==> src/rtl/cache_miss_handler_wb.sv <==
// Set-associative L1 miss handler: writes back a dirty victim, fetches the missing line
// beat by beat, merges write-miss data, then issues a single-cycle fill to the LRU way.
module cache_miss_handler_wb #(
    parameter int unsigned ADDR_W  = 32,
    parameter int unsigned DATA_W  = 32,
    parameter int unsigned WORDS   = 4,
    parameter int unsigned WAYS    = 4,
    parameter int unsigned INDEX_W = 8,
    localparam int unsigned BEAT_W = $clog2(WORDS),
    localparam int unsigned BYTE_W = $clog2(DATA_W / 8),
    localparam int unsigned OFF_W  = BEAT_W + BYTE_W,
    localparam int unsigned TAG_W  = ADDR_W - INDEX_W - OFF_W,
    localparam int unsigned WAY_W  = $clog2(WAYS),
    localparam int unsigned LINE_W = WORDS * DATA_W
) (
    input  logic                clk,
    input  logic                rst_n,
    input  logic                miss_vld,
    output logic                miss_rdy,
    input  logic                miss_is_wr,
    input  logic [ADDR_W-1:0]   miss_addr,
    input  logic [DATA_W-1:0]   miss_wr_data,
    input  logic [WAY_W-1:0]    lru_way,
    input  logic                victim_dirty,
    input  logic [TAG_W-1:0]    victim_tag,
    input  logic [LINE_W-1:0]   victim_data,
    output logic                l2_rd_req,
    input  logic                l2_rd_gnt,
    output logic [ADDR_W-1:0]   l2_rd_addr,
    input  logic [DATA_W-1:0]   l2_rd_data,
    output logic                l2_wr_req,
    input  logic                l2_wr_gnt,
    output logic [ADDR_W-1:0]   l2_wr_addr,
    output logic [DATA_W-1:0]   l2_wr_data,
    output logic                fill_vld,
    output logic [WAY_W-1:0]    fill_way,
    output logic [INDEX_W-1:0]  fill_index,
    output logic [TAG_W-1:0]    fill_tag,
    output logic [LINE_W-1:0]   fill_data,
    output logic                fill_dirty
);

    typedef enum logic [1:0] {StIdle, StEvict, StFetch, StFill} state_e;

    localparam logic [BEAT_W-1:0] LastBeat = BEAT_W'(WORDS - 1);
    localparam logic [BEAT_W-1:0] OneBeat  = BEAT_W'(1);

    state_e              state_q, state_d;
    logic [BEAT_W-1:0]   beat_q, beat_d;
    logic                is_wr_q, is_wr_d;
    logic [TAG_W-1:0]    tag_q, tag_d;
    logic [INDEX_W-1:0]  index_q, index_d;
    logic [BEAT_W-1:0]   woff_q, woff_d;
    logic [DATA_W-1:0]   wr_data_q, wr_data_d;
    logic [WAY_W-1:0]    way_q, way_d;
    logic [TAG_W-1:0]    vtag_q, vtag_d;
    logic [LINE_W-1:0]   vdata_q, vdata_d;
    logic [LINE_W-1:0]   line_q, line_d;

    always_ff @(posedge clk or negedge rst_n) begin
        if (!rst_n) begin
            state_q   <= StIdle;
            beat_q    <= '0;
            is_wr_q   <= 1'b0;
            tag_q     <= '0;
            index_q   <= '0;
            woff_q    <= '0;
            wr_data_q <= '0;
            way_q     <= '0;
            vtag_q    <= '0;
            vdata_q   <= '0;
            line_q    <= '0;
        end else begin
            state_q   <= state_d;
            beat_q    <= beat_d;
            is_wr_q   <= is_wr_d;
            tag_q     <= tag_d;
            index_q   <= index_d;
            woff_q    <= woff_d;
            wr_data_q <= wr_data_d;
            way_q     <= way_d;
            vtag_q    <= vtag_d;
            vdata_q   <= vdata_d;
            line_q    <= line_d;
        end
    end

    always_comb begin
        state_d   = state_q;
        beat_d    = beat_q;
        is_wr_d   = is_wr_q;
        tag_d     = tag_q;
        index_d   = index_q;
        woff_d    = woff_q;
        wr_data_d = wr_data_q;
        way_d     = way_q;
        vtag_d    = vtag_q;
        vdata_d   = vdata_q;
        line_d    = line_q;
        unique case (state_q)
            StIdle: begin
                if (miss_vld) begin
                    is_wr_d   = miss_is_wr;
                    tag_d     = miss_addr[ADDR_W-1 -: TAG_W];
                    index_d   = miss_addr[OFF_W +: INDEX_W];
                    woff_d    = miss_addr[BYTE_W +: BEAT_W];
                    wr_data_d = miss_wr_data;
                    way_d     = lru_way;
                    beat_d    = '0;
                    if (victim_dirty) begin
                        vtag_d  = victim_tag;
                        vdata_d = victim_data;
                        state_d = StEvict;
                    end else begin
                        state_d = StFetch;
                    end
                end
            end
            StEvict: begin
                if (l2_wr_gnt) begin
                    beat_d = beat_q + OneBeat;
                    if (beat_q == LastBeat) begin
                        beat_d  = '0;
                        state_d = StFetch;
                    end
                end
            end
            StFetch: begin
                if (l2_rd_gnt) begin
                    // Store data for a write miss overrides the L2 word it targets.
                    if (is_wr_q && (beat_q == woff_q)) begin
                        line_d[beat_q*DATA_W +: DATA_W] = wr_data_q;
                    end else begin
                        line_d[beat_q*DATA_W +: DATA_W] = l2_rd_data;
                    end
                    beat_d = beat_q + OneBeat;
                    if (beat_q == LastBeat) begin
                        beat_d  = '0;
                        state_d = StFill;
                    end
                end
            end
            StFill: begin
                beat_d  = '0;
                state_d = StIdle;
            end
            default: state_d = StIdle;
        endcase
    end

    assign miss_rdy   = (state_q == StIdle);
    assign l2_wr_req  = (state_q == StEvict);
    assign l2_rd_req  = (state_q == StFetch);
    assign fill_vld   = (state_q == StFill);

    assign l2_wr_addr = l2_wr_req ? {vtag_q, index_q, beat_q, {BYTE_W{1'b0}}} : '0;
    assign l2_wr_data = l2_wr_req ? vdata_q[beat_q*DATA_W +: DATA_W] : '0;
    assign l2_rd_addr = l2_rd_req ? {tag_q, index_q, beat_q, {BYTE_W{1'b0}}} : '0;

    assign fill_way   = way_q;
    assign fill_index = index_q;
    assign fill_tag   = tag_q;
    assign fill_data  = line_q;
    assign fill_dirty = is_wr_q;

endmodule
==> config.mk <==
export PLATFORM = sky130hd
export DESIGN_NAME = cache_miss_handler_wb
export DESIGN_NICKNAME = d
export VERILOG_FILES = /design/src/rtl/cache_miss_handler_wb.sv
export SDC_FILE = /design/constraint.sdc
export NUM_CORES = 1
export LEC_CHECK = 0
export ABC_AREA = 1
export CORE_AREA = 2 2 199 201
export DETAILED_ROUTE_END_ITERATION = 6
export DIE_AREA = 0 0 201 203
export GPL_ROUTABILITY_DRIVEN = 0
export PLACE_DENSITY = 0.73
export SLEW_MARGIN = 20
export SYNTH_ARGS = -nofsm -noshare
export SYNTH_HDL_FRONTEND = slang
export SYNTH_SLANG_ARGS = --single-unit
export TNS_END_PERCENT = 100
==> constraint.sdc <==
create_clock -name clk -period 2.3 [get_ports clk]
set_input_delay 0.46 -clock clk [delete_from_list [all_inputs] [get_ports clk]]
set_output_delay 0.46 -clock clk [all_outputs]
set_load 0.02 [all_outputs]
---- Word level (Yosys, flattened, before mapping) ----
Cells that the tools add are included.
operators by class
  add/sub/neg operators ................... 2
  multipliers ............................. 0
  div/mod/pow operators ................... 0
  $lt $le $gt $ge ......................... 0
  equality and inequality tests ........... 10
  shifts and indexed selects .............. 4
  multiplexer cells ....................... 18
  bitwise gates (word level) .............. 0
  reduce and logical (&&, ||, !) cells .... 7
operator list
  cell                                                                        number
  128-bit bitwise mux                                                         2
  32-bit by 34-bit variable part select with 128-bit output                   2
  128-bit two-way mux                                                         1
  32-bit by 34-bit variable shift with 128-bit output (first input constant)  1
  128-bit by 8-bit variable part select with 32-bit output                    1
  32-bit two-way mux                                                          3
  7-bit negator with 34-bit output                                            1
  2-bit two-way mux                                                           10
  2-bit case mux with 4 select lines                                          2
  2-bit by 1-bit != test with 1-bit output (second input constant)            4
  2-bit == test (second input constant)                                       3
  3-bit AND reduction                                                         2
  5-bit AND reduction                                                         1
  2-bit AND reduction                                                         2
  2-bit by 1-bit adder with 2-bit output (second input constant)              1
  2-bit by 1-bit == test with 1-bit output (second input constant)            1
  2-bit == test                                                               1
  2-bit zero test                                                             1
  2-bit != test (second input constant)                                       1
  1-bit logical AND                                                           1
storage, ports and cells
  register bits ........................... 345
  bits in latches ......................... 0
  bits in writable memories ............... 0
  bits in read-only memories .............. 0
  output and inout bits ................... 259
  memories ................................ 0

---- Longest topological paths before layout ----
Gate-level depths: netlist of run 1.
  depth in word-level cells ............... 4
  mapped depth ............................ 14
  depth with buffers taken out ............ 9

---- Worst setup path after synthesis of run 1 ----
OpenSTA, ideal clock, no wires.
  path kind ............................... register -> output
  from .................................... reg state_q[1]
  to ...................................... out l2_wr_data[10]
  arrival ................................. 1621 ps
  setup slack ............................. 219 ps
  stages on the path, launching flop included .. 7
  path through ............................ dfrtp_1 inv_1 ha_1 clkbuf_1 inv_1 clkbuf_1 a21oi_1
on the way
  longest elaborated chain between the ends .. 2
ends and longest elaborated chain
  item                                      RTL line  source
  start: declaration                        48        state_e state_q, state_d;
  start signal: assignment                  62        state_q <= StIdle;
  start signal: assignment                  74        state_q <= state_d;
  2-bit by 1-bit == test with 1-bit output  152       assign l2_wr_req = (state_q == StEvict);
  named net l2_wr_req                       31        output logic l2_wr_req,
  32-bit two-way mux                        157       assign l2_wr_data = l2_wr_req ? vdata_q[beat_q*DATA_W +: DATA_W] : '0;
  end: declaration                          34        output logic [DATA_W-1:0] l2_wr_data,
The timed path passes the listed nets, and every way through them passes these cells.

---- Final worst setup path of run 1 ----
  from .................................... reg beat_q[0]
  to ...................................... out l2_wr_data[24]
on the way
  longest elaborated chain between the ends .. 2
ends and longest elaborated chain
  item                                                      RTL line  source
  start: declaration                                        49        logic [BEAT_W-1:0] beat_q, beat_d;
  start signal: assignment                                  75        beat_q <= beat_d;
  128-bit by 8-bit variable part select with 32-bit output  157
  32-bit two-way mux                                        157
Every way passes these cells.

==> results of run 1 <==
-- final timing paths --
path	startpoint	end	slack, ns	depth (start not counted)
setup / recovery	beat_q[0]	l2_wr_data[24]	-0.14	6
hold / removal	rst_n	vdata_q[103]	0.47	2
setup reg to reg	beat_q[0]	fill_data[110]	0.14	10
hold reg to reg	fill_data[3]	fill_data[3]	0.48	2
max in group asynchronous	rst_n	beat_q[0]	0.98	3
min in group clk	fill_data[3]	fill_data[3]	0.48	2
-- layer usage --
layer  global-route usage, %  wire, um
met1                    30.8     20900
met2                    47.1     28800
met3                    5.81      4060
met4                    15.2      3290
met5                       0         0
-- flip-flops by register name, summed over array words and instances (netlist names) --
signal and cells:
vdata_q 128, fill_dirty 1, woff_q 2, fill_way 2
fill_tag 20, beat_q 2, fill_data 128, wr_data_q 32
vtag_q 20, fill_index 8, state_q 2
-- area by class of cell --
type / count / area, um^2 / share of cell area, %
timing repair buffer: 599 / 5960 / 25.3
clock inverter: 5 / 58.8 / 0.249
antenna: 9 / 22.5 / 0.0955
inverter: 205 / 779 / 3.30
multi-input combinational: 1139 / 6310 / 26.8
sequential: 345 / 8640 / 36.6
clock buffer: 63 / 1170 / 4.94
tap: 518 / 648 / 2.75
-- per-stage QoR --
step	cell area, um^2	power, mW
floorplan	16000	18.6
global placement	22100	25.4
detailed placement	22100	25.8
CTS	23400	32.2
global route	23600	34.7
finish	23600	32.9
-- cell families (layout without fill, tap and decap cells) --
| kind of cell | count (synthesis) | after routing | share of synthesized area [%] |
|---|---|---|---|
| flip-flops | 345 | 345 | 54.0 |
| AND/OR/NAND/NOR | 709 | 710 | 18.6 |
| AO/OA/AOI/OAI | 296 | 296 | 9.71 |
| buffers and inverters | 318 | 872 | 8.43 |
| multiplexers | 119 | 119 | 8.39 |
| other | 1 | 13 | 0.0235 |
| adder cells (fa/ha/maj) | 10 | 10 | 0.783 |
-- placed cells by master, fill, tap and decap left out, drive strengths merged --
master	synthesis	routed
a31oi	1	1
dfrtp	345	345
clkinv	0	1
clkdlybuf4s50	0	408
o31ai	1	1
diode	0	9
bufinv	0	1
conb	1	4
clkinvlp	0	2
inv	205	206
ha	10	10
nor2	51	52
nand3b	5	5
dlygate4sd2	0	2
nand4	20	20
dlygate4sd3	0	1
clkdlybuf4s15	0	1
clkbuf	47	102
a21oi	144	144
nand3	128	128
mux2	119	119
buf	66	148
o211ai	9	9
o21ai	141	141
nand2	505	505
-- timing repair --
action,4_1_cts,5_1_grt
endpoints found under the hold margin,47,0
pin swaps,23,21
hold buffers,1,0
resized for setup,382,135
cloned,1,6
endpoints found under the setup margin,95,81
setup buffers,4,6
-- power by group through the flow --
stage / Sequential [mW] / Clock, mW / Combinational [mW]
after global placement: 10.4 / 0 / 15.1
after detailed placement: 10.4 / 0 / 15.4
after floorplan: 11.4 / 0 / 7.22
after global routing: 10.7 / 6.35 / 17.6
final: 10.5 / 6.04 / 16.4
after CTS: 10.4 / 6.12 / 15.7
-- worst max-delay path, cell delays in order, from the launching register on --
cell	delay (ns)
sky130_fd_sc_hd__dfrtp_4	0.54
sky130_fd_sc_hd__buf_6	0.16
sky130_fd_sc_hd__buf_12	0.14
sky130_fd_sc_hd__a21oi_4	0.13
sky130_fd_sc_hd__o21ai_2	0.08
sky130_fd_sc_hd__a21oi_2	0.21
sky130_fd_sc_hd__buf_4	0.18
==> impl_metrics.ini, run 1 <==
[clock_tree]
clockBufferDepth = 3
clock_latency_ns = 0.54
cts-htree-levels = 2
clkSinkCount = 345
cts_buf_count = 38
cts_tree = built
cts.reportedPaths.clkPinSlew_ns = 0.06
cts.root.buffer_cell = sky130_fd_sc_hd__clkbuf_16

[floorplan]
chipWidth_um = 201
initial_utilization_pct = 41.5
die_height_um = 203
top_level_ports = 512
fp.dieArea_um2 = 40800
placementRows = 72
core_area_um2 = 38500

[synthesis]
synth_seq_area_share_pct = 54.0
asyncSetResetFlopFracSynth_pct = 100
mappedNetlistArea_um2 = 16000
yosys.area.top_type_share_pct = 54.0
synth.distinct_cells = 32
synth_most_common_cell = sky130_fd_sc_hd__nand2_1
postSynth.topFlopCell = sky130_fd_sc_hd__dfrtp_1
synth.ff_latch_count = 345
synth_top_cells_by_area = sky130_fd_sc_hd__dfrtp_1, sky130_fd_sc_hd__nand2_1, sky130_fd_sc_hd__mux2_2
synth_enable_flop_cells = 0
synth_area_leader_cell = sky130_fd_sc_hd__dfrtp_1
mean_area_per_synthesized_cell_um2 = 8.89
post_synth_most_frequent_cells = sky130_fd_sc_hd__nand2_1, sky130_fd_sc_hd__dfrtp_1, sky130_fd_sc_hd__inv_1, sky130_fd_sc_hd__a21oi_1, sky130_fd_sc_hd__o21ai_0
yosysWarningCount = 0
syn-instance-count = 1798

[power_and_ir_drop]
power-per-cell-area_nw_per_um2 = 1400
total_switching_power_mw = 13.4
power.combinational.fraction_pct = 49.8
share_seq_of_total_power_pct = 31.8
power.leakage_nw = 11.5
cell_internal_pwr_mw = 19.5
power.clock.fraction_pct = 18.3
p_sw_share_pct = 40.7
worst_ir_drop_vdd_v = 0.000846

[grt]
vias_in_the_first_global_route = 15406
grt_max_degree = 96
globalRouteTotalUtil_pct = 27.0
globalRoute.totalOverflow = 0
grt_first_pass_wirelength_mm = 86.2
grt_antenna_before_repair = 9

[placement]
dp.final_hpwl_mm = 40.1
dp_cells = 2788
dp_slack_ns = -0.0860
placement.io_buffers = 505

[detailed_routing]
avgViaCountPerCell = 5.17
drt_iter0_markers = 880
routed_wl_mm = 57.0
routed-via-count = 14918
drt_pass1_iterations = 5
detail_route.wl_per_cell_um = 19.8
detail_route.drc_violations = 0
final_antenna_net_count = 0

[timing]
max_clock_freq_ghz = 0.411
finClkSkew_ns = 0.0214
setup_violations = 29
unrepaired_setup_endpoints_after_global_routing = yes
headroom_to_the_max_slew_limit_pct = 59.6
timing_hold_violations_final = 0
period_minus_slack_ns = 2.44
max_slew.worst_pin.slew_ns = 0.607
final_critical_path_setup_slack_ns = -0.135
fin_setup_tns_ns = -1.70
final_min_period_over_clock_period_pct = 106
drv_slew = 0
hold-worst-slack_ns = 0.470

[setup_path]
worst-endpoint-required_ns = 1.84
critical_path.startpoint_type = flop
path_class = flop to output pin
crit_arrival_ns = 1.98
crit_path_end_kind = output pin
crit_path_max_fanout = 8

[status]
violated_checks = negative setup slack
run_status = finished, violations left

[cells_and_area]
area_growth_pct = 47.6
layout_cells_sized_above_1_pct = 19.1
layout.core_utilization_pct = 61.3
layout.filler_cells = 3147
finish.cell_count_without_fillers = 2883
net_total_in_the_final_layout = 2591

[min_path]
hold_path.class = input pin to async pin

[flow_run]
drv.max_cap_violation_count = 0
(Power assumes the default switching activity.)
==> run 2, diff against run 1 <==
- CTS_CLUSTER_SIZE: unset -> 20
==> impl_metrics.ini, run 2 (synthesized netlist as in run 1, its figures left out) <==
[clock_tree]
cts_buf_count = 38
cts-htree-levels = 2
clkSinkCount = 345
clockBufferDepth = 3
cts.root.buffer_cell = sky130_fd_sc_hd__clkbuf_16
cts_tree = built
clock_latency_ns = 0.53
cts.reportedPaths.clkPinSlew_ns = 0.06

[grt]
globalRouteTotalUtil_pct = 27.2
grt_antenna_before_repair = 9
globalRoute.totalOverflow = 0
grt_first_pass_wirelength_mm = 86.8
vias_in_the_first_global_route = 15548
grt_max_degree = 96

[detailed_routing]
avgViaCountPerCell = 5.19
routed_wl_mm = 58.2
detail_route.drc_violations = 0
drt_pass1_iterations = 7
detail_route.wl_per_cell_um = 20.1
routed-via-count = 15017
drt_iter0_markers = 957
final_antenna_net_count = 0

[cells_and_area]
area_growth_pct = 48.8
finish.cell_count_without_fillers = 2894
net_total_in_the_final_layout = 2602
layout.filler_cells = 3109
most_common_cell_after_layout_fill_and_taps_aside = sky130_fd_sc_hd__nand2_1
mostFrequentLayoutCells = sky130_fd_sc_hd__nand2_1, sky130_fd_sc_hd__clkdlybuf4s50_1, sky130_fd_sc_hd__dfrtp_1
layout_cells_sized_above_1_pct = 19.4
layout.core_utilization_pct = 61.8

[timing]
drv_slew = 0
timing_hold_violations_final = 0
headroom_to_the_max_slew_limit_pct = 63.7
unrepaired_setup_endpoints_after_global_routing = yes
period_minus_slack_ns = 2.42
hold-worst-slack_ns = 0.475
max_slew.worst_pin.slew_ns = 0.544
finClkSkew_ns = 0.0120
setup_violations = 32
final_min_period_over_clock_period_pct = 105
fin_setup_tns_ns = -2.19
max_clock_freq_ghz = 0.413
final_critical_path_setup_slack_ns = -0.119

[setup_path]
crit_arrival_ns = 1.96
worst_path_largest_cell_delay_ns = 0.56
critical_path.startpoint_type = flop
setup.worst_path.start = beat_q[0]
reg2reg_slack_ns = 0.09
critical_path.reg2reg.startpoint = beat_q[0]
worst-path-buf-inv = 3
path_class = flop to output pin
cp_cell_sequence = buf_6 > buf_12 > a21oi_4 > o21ai_2 > a21oi_2 > buf_4
worst-endpoint-required_ns = 1.84
crit_path_max_fanout = 6
worst_path_dominant_cell_family = flip-flops
master_of_the_slowest_instance_on_the_critical_path = sky130_fd_sc_hd__dfrtp_4
crit_path_end_kind = output pin

[min_path]
hold_path.class = input pin to async pin

[floorplan]
top_level_ports = 512
fp.dieArea_um2 = 40800
core_area_um2 = 38500
initial_utilization_pct = 41.5
placementRows = 72
chipWidth_um = 201
die_height_um = 203

[status]
violated_checks = negative setup slack
run_status = finished, violations left

[power_and_ir_drop]
share_seq_of_total_power_pct = 31.3
cell_internal_pwr_mw = 19.9
power.leakage_nw = 11.6
p_sw_share_pct = 40.6
power-per-cell-area_nw_per_um2 = 1410
power.combinational.fraction_pct = 50.4
worst_ir_drop_vdd_v = 0.000863
total_switching_power_mw = 13.6
finalPower_mw = 33.5
power.clock.fraction_pct = 18.3

[placement]
placement.io_buffers = 505
dp.final_hpwl_mm = 40.1
dp_cells = 2788

[flow_run]
drv.max_cap_violation_count = 0
==> run 2: changes by cell type in the layout (fill, tap and decap cells not counted), sizes merged <==
cell,before,now
clkbuf,102,96
clkinv,1,2
buf,148,165
clkinvlp,2,3
inv,206,204
==> run 2: path summary, 6_finish.rpt <==
check | endpoint | depth (start not counted)
worst min-delay path | vdata_q[103] | 2
worst max-delay path | l2_wr_data[24] | 6
worst min register to register | fill_data[3] | 2
max in group asynchronous | beat_q[0] | 3
worst max register to register | fill_data[33] | 12
min in group clk | fill_data[3] | 2
==> run 2: power groups by stage <==
| stage | logic, mW | registers (mW) | clock network [mW] |
|---|---|---|---|
| 2_1_floorplan | 7.22 | 11.4 | 0 |
| 3_3_place_gp | 15.1 | 10.4 | 0 |
| 3_5_place_dp | 15.4 | 10.4 | 0 |
| 4_1_cts | 15.9 | 10.4 | 6.23 |
| 5_1_grt | 18.0 | 10.8 | 6.46 |
| 6_report | 16.9 | 10.5 | 6.13 |
==> run 2: through the flow <==
stage	setup slack [ns]	instance area, um^2
after floorplan	0.219	16000
after CTS	-0.157	23500
final	-0.119	23800
after detailed placement	-0.0860	22100
after global placement	-0.0343	22100
after global routing	-0.211	23800
==> run 2: worst reg2reg max path: stages, from the launching register on <==
cell                        delay (ns)
sky130_fd_sc_hd__dfrtp_4          0.56
sky130_fd_sc_hd__buf_12           0.18
sky130_fd_sc_hd__buf_4            0.15
sky130_fd_sc_hd__buf_4            0.14
sky130_fd_sc_hd__buf_6            0.16
sky130_fd_sc_hd__nand2_2          0.10
sky130_fd_sc_hd__nand2_4          0.08
sky130_fd_sc_hd__nor2_8           0.11
sky130_fd_sc_hd__buf_12           0.15
sky130_fd_sc_hd__clkbuf_16        0.20
sky130_fd_sc_hd__o211ai_2         0.12
sky130_fd_sc_hd__nand2_1          0.10
sky130_fd_sc_hd__nand2_1          0.06
==> run 2: layout make-up <==
| type | count | area [um^2] | area share (%) |
|---|---|---|---|
| diodes | 9 | 22.5 | 0.0947 |
| clock buffers | 63 | 1200 | 5.04 |
| clock inverters | 5 | 55.1 | 0.232 |
| inverters | 205 | 781 | 3.28 |
| multi-input cells | 1139 | 6310 | 26.6 |
| flip-flops and latches | 345 | 8640 | 36.3 |
| well taps | 518 | 648 | 2.73 |
| repair buffers | 610 | 6120 | 25.7 |
==> run 2: timing repair <==
action / in CTS / in global routing
endpoints found under the hold margin: 47 / 0
gates cloned: 2 / 9
endpoints found under the setup margin: 95 / 177
hold buffers: 1 / 0
buffers inserted: 9 / 8
resized for setup: 422 / 107
pin swaps: 24 / 31
==> run 2: metal layers <==
metal / global-route usage, % / up-vias / wire, um
met5: 0 / - / 0
met4: 15.2 / 0 / 3260
met3: 5.73 / 175 / 4200
met2: 47.6 / 758 / 29300
met1: 31.2 / 7218 / 21400
li1: - / 6866 / -
==> run 3, diff against run 2 <==
- CELL_PAD_IN_SITES_DETAIL_PLACEMENT: unset -> 2
- CELL_PAD_IN_SITES_GLOBAL_PLACEMENT: unset -> 2
- CORE_AREA: 2 2 199 201 -> unset
- CORE_UTILIZATION: unset -> 27
- DIE_AREA: 0 0 201 203 -> unset
- PLACE_DENSITY: 0.73 -> unset
- PLACE_DENSITY_LB_ADDON: unset -> 0.1
==> impl_metrics.ini, run 3 (synthesized netlist as in run 1, its figures left out) <==
[status]
run_status = finished, violations left
violated_checks = negative setup slack

[timing]
max_clock_freq_ghz = 0.403
timing_hold_violations_final = 0
finClkSkew_ns = 0.0191
final_min_period_over_clock_period_pct = 108
unrepaired_setup_endpoints_after_global_routing = yes
period_minus_slack_ns = 2.48
max_slew.worst_pin.slew_ns = 0.651
headroom_to_the_max_slew_limit_pct = 56.5
final_critical_path_setup_slack_ns = -0.180
setup_violations = 32
drv_slew = 0

[clock_tree]
cts-htree-levels = 2
clkSinkCount = 345
cts.reportedPaths.clkPinSlew_ns = 0.05
cts.root.buffer_cell = sky130_fd_sc_hd__clkbuf_16
cts_tree = built
clockBufferDepth = 3
cts_buf_count = 44
clock_latency_ns = 0.57

[detailed_routing]
avgViaCountPerCell = 4.72
routed-via-count = 14703
detail_route.wl_per_cell_um = 22.1
routed_wl_mm = 68.8
drt_pass1_iterations = 5
detail_route.drc_violations = 0
drt_iter0_markers = 525
final_antenna_net_count = 0

[setup_path]
crit_path_end_kind = output pin
worst-endpoint-required_ns = 1.84
critical_path.startpoint_type = flop
crit_arrival_ns = 2.02
crit_path_max_fanout = 55
path_class = flop to output pin

[floorplan]
initial_utilization_pct = 27.5
fp.dieArea_um2 = 60200
die_height_um = 245
core_area_um2 = 58100
chipWidth_um = 245
placementRows = 88
top_level_ports = 512

[cells_and_area]
layout.core_utilization_pct = 41.0
layout.filler_cells = 6381
layout_cells_sized_above_1_pct = 18.3
regArea_um2 = 8640
net_total_in_the_final_layout = 2583
mostFrequentLayoutCells = sky130_fd_sc_hd__nand2_1, sky130_fd_sc_hd__clkdlybuf4s50_1, sky130_fd_sc_hd__dfrtp_1
area_growth_pct = 49.3
multi_input_comb_area_um2 = 6180
most_common_cell_after_layout_fill_and_taps_aside = sky130_fd_sc_hd__nand2_1

[power_and_ir_drop]
worst_ir_drop_vdd_v = 0.000610
finalPower_mw = 33.2
power-per-cell-area_nw_per_um2 = 1390
power.leakage_nw = 11.5

[grt]
grt_antenna_before_repair = 15
globalRouteTotalUtil_pct = 22.7
grt_first_pass_wirelength_mm = 103
grt_max_degree = 67
globalRoute.totalOverflow = 0
vias_in_the_first_global_route = 16618

[min_path]
hold_path.class = input pin to async pin

[placement]
dp.final_hpwl_mm = 48.4
placement.io_buffers = 505
dp_slack_ns = -0.106

[flow_run]
drv.max_cap_violation_count = 0
## run 3: worst paths after layout
| check | startpoint | to | slack, ns | cells after the start |
|---|---|---|---|---|
| setup / recovery | beat_q[0] | l2_wr_data[24] | -0.18 | 5 |
| hold / removal | rst_n | vdata_q[70] | 0.41 | 2 |
| setup reg to reg | beat_q[0] | fill_data[7] | 0.15 | 9 |
| hold reg to reg | fill_data[40] | fill_data[40] | 0.48 | 2 |
| max in group asynchronous | rst_n | vdata_q[105] | 1.10 | 3 |
| min in group clk | victim_data[47] | vdata_q[47] | 0.47 | 3 |
## run 3: final cells by class
cell class                      instances  area share, %
Clock inverter                          7          0.147
Sequential cell                       345           36.2
Clock buffer                           61           5.26
Tap cell                              765           4.01
Antenna cell                           11          0.115
Timing Repair Buffer                  586           25.1
Multi-Input combinational cell       1138           25.9
Inverter                              205           3.24
## run 3: power by group
| part | internal, mW | switching, mW | total (mW) | leakage (nW) |
|---|---|---|---|---|
| logic | 6.82 | 9.50 | 16.3 | 6.52 |
| clock network | 3.75 | 2.68 | 6.43 | 0.643 |
| registers | 8.84 | 1.58 | 10.4 | 4.31 |
## run 3: metal layers
layer  part of all wire, %  track usage [%]
met5                 0.073                0
met4                   2.1             7.30
met3                   6.4             5.90
met2                    50             38.8
met1                    42             27.8
## run 3: critical path, stage by stage, from the launching register on
cell and delay, ns:
sky130_fd_sc_hd__dfrtp_4 0.52, sky130_fd_sc_hd__buf_12 0.20, sky130_fd_sc_hd__a21oi_1 0.18, sky130_fd_sc_hd__o21ai_0 0.10, sky130_fd_sc_hd__a21oi_1 0.24, sky130_fd_sc_hd__buf_4 0.19
## run 3: per-stage QoR
step	cell area (um^2)	hold WS (ns)	instances	TNS [ns]
2_1_floorplan	16000	0.164	1801	0
3_3_place_gp	22300	0.420	3021	-0.273
3_5_place_dp	22300	0.418	3021	-0.551
4_1_cts	23600	0.408	3101	-4.87
5_1_grt	23900	0.439	3118	-6.43
6_report	23900	0.414	3118	-3.02
## run 3: timing repair
item,4_1_cts,5_1_grt
gates resized for setup,455,87
endpoints found under the setup margin,96,98
pin swaps,12,14
setup buffers,8,6
cloned,3,2
hold endpoints to repair,38,0
hold buffers,1,0
==> variant: new RTL, config.mk and constraints of run 2 <==
Encoding of `state_e`: now Gray code (2 bits for 4 states).
--- a/src/rtl/cache_miss_handler_wb.sv
+++ b/src/rtl/cache_miss_handler_wb.sv
@@ -40,7 +40,7 @@
     output logic                fill_dirty
 );
 
-    typedef enum logic [1:0] {StIdle, StEvict, StFetch, StFill} state_e;
+    typedef enum logic [1:0] {StIdle = 2'b00, StEvict = 2'b01, StFetch = 2'b11, StFill = 2'b10} state_e;
 
     localparam logic [BEAT_W-1:0] LastBeat = BEAT_W'(WORDS - 1);
     localparam logic [BEAT_W-1:0] OneBeat  = BEAT_W'(1);
Behaviour: same outputs for any inputs over 4 cycles, from zero or initial values and one cycle with rst_n low; so few cycles prove little.
==> variant against run 2 <==
  * The run still ends with negative setup slack left
  * Setup slack got worse by 0.12 ns
  * Fmax is 4.6% lower
  * Critical path depth up 2
  * Routed wire length is 3.7% higher
  * Power is 5.5% higher
  * Utilization rose by 1.0 points
  * Sequential cell count unchanged
  * Synthesized cell count increased by 22%
  * Sequential share of layout area decreased by 0.59 points
  * Hold slack worse by 0.14 ns
  * Area after synthesis is 3.8% higher
  * Cell area is 1.6% higher
  * Largest cell class unchanged
==> variant: results (changes against run 2) <==
worst-skew pair later-pin latency 0.56 ns (was 0.53 ns); Sw Ratio 0.442 (was 0.406); worst hold path type in -> reg (was in -> async); Hold Path Depth 4; final setup fails 32 (unchanged); Clock Power Share 0.175 (was 0.183); Final #Nets 2937 (was 2602); Fill cells 3305 (was 3109); register area share after synthesis 0.520 (was 0.540); VDD IR max 0.000892 V (was 0.000863 V); Final Skew 0.0153 ns (was 0.0120 ns); Worst R2R Path Depth 10 (was 12); pre-CTS WS -0.142 ns (was -0.0860 ns); Pwr per Cell Area 1460 mW/mm² (was 1410 mW/mm²); vias after detailed routing 16980 (was 15017); Via density 5.26 (was 5.19); vias in the first global route 16508 (was 15548); failing checks negative setup slack (unchanged); largest net degree at the start of global routing 130 (was 96); dominant cells by area after synthesis dfrtp_1 52%, nand2_1 18%, nand3_1 7.5% (was dfrtp_1 54%, nand2_1 12%, mux2_2 8.2%); Worst Tran Pin Value 0.623 ns (was 0.544 ns); reg2reg end fill_data[92]$_DFFE_PN0P_ (was fill_data[33]$_DFFE_PN0P_); layout cells sized above 1 0.130 (was 0.194); Tot GR Track Use 0.285 (was 0.272); WP data arrival 2.08 ns (was 1.96 ns); DR iter-0 viols 1509 (was 957); first-pass GRT wire length 91500 µm (was 86800 µm); leakage 0.0121 µW (was 0.0116 µW); status finished with violations (unchanged); wire length per cell 18.7 µm (was 20.1 µm); reg2reg setup slack 0.11 ns (was 0.09 ns); Post-synth top cells 799 x nand2_1, 345 x dfrtp_1, 250 x nand3_1, 235 x nor2_1, 127 x inv_1 (was 498 x nand2_1, 345 x dfrtp_1, 200 x inv_1, 143 x a21oi_1, 131 x o21ai_0); post-route setup slack -0.235 ns (was -0.119 ns); DP HPWL 41300 µm (was 40100 µm)
variant: cell count changes in the layout (fill, tap and decap cells not counted), sizes merged, moves of 15 or more:
cell | run 2 | this run
nand2 | 505 | 803
nor2 | 52 | 242
nand3 | 128 | 259
mux2 | 119 | 0
a21oi | 144 | 65
inv | 204 | 133
o21ai | 141 | 124
buf | 165 | 149
nand3b | 5 | 20
variant: timing repair:
action | in CTS | in global routing
resized for setup | 358 | 178
pin swaps | 21 | 40
endpoints found under the setup margin | 106 | 152
cloned | 3 | 7
hold buffers | 1 | 0
setup buffers | 4 | 3
endpoints found under the hold margin | 50 | 0
variant: critical path, stage by stage (launching register included):
cell and delay [ns]:
dfrtp_4 0.55, buf_12 0.18, buf_16 0.13, buf_6 0.11, nor2_2 0.03, nor2_1 0.09
o21ai_1 0.09, a21oi_2 0.19, buf_6 0.14
variant: kinds of logic (layout without fill, tap and decap cells):
kind of cell             after synthesis  count (layout)  share of synthesized area
AO/OA/AOI/OAI                        200             200                     0.0620
buffers and inverters                288             807                     0.0756
other                                  1               7                   0.000226
AND/OR/NAND/NOR                     1347            1347                      0.338
adder cells (fa/ha/maj)                5               5                    0.00377
flip-flops                           345             345                      0.520
variant: per-stage QoR:
| stage | hold slack (ns) | instance area [µm²] |
|---|---|---|
| 2_1_floorplan | 0.164 | 16600 |
| 6_report | 0.338 | 24200 |
| 3_3_place_gp | 0.449 | 22600 |
| 3_5_place_dp | 0.453 | 22600 |
| 4_1_cts | 0.318 | 23900 |
| 5_1_grt | 0.337 | 24200 |
variant: metal layers:
layer | up-vias | global-route usage | part of all wire
met2 | 930 | 0.478 | 0.48
met4 | 2 | 0.0902 | 0.029
met3 | 112 | 0.0600 | 0.095
met1 | 8053 | 0.370 | 0.40
met5 | - | 0 | 0.00028
li1 | 7883 | - | -
variant: how the worst max path moves through the flow:
stage | start | to | slack [ns]
after floorplan | beat_q[1]$_DFFE_PN0P_ | fill_data[100]$_DFFE_PN0P_ | 0.09
after global placement | beat_q[0]$_DFFE_PN0P_ | l2_wr_data[29] | -0.11
after detailed placement | beat_q[0]$_DFFE_PN0P_ | l2_wr_data[29] | -0.14
after CTS | beat_q[0]$_DFFE_PN0P_ | l2_wr_data[13] | -0.24
after global routing | beat_q[0]$_DFFE_PN0P_ | l2_wr_data[12] | -0.29
final | beat_q[0]$_DFFE_PN0P_ | l2_wr_data[13] | -0.24
variant: area by class of cell:
type	count	area share
timing repair buffer	604	0.252
multi-input combinational	1556	0.290
clock buffer	55	0.0461
timing repair inverter	1	0.000311
inverter	133	0.0212
clock inverter	14	0.00595
tap	518	0.0268
antenna	3	0.000311
sequential	345	0.357
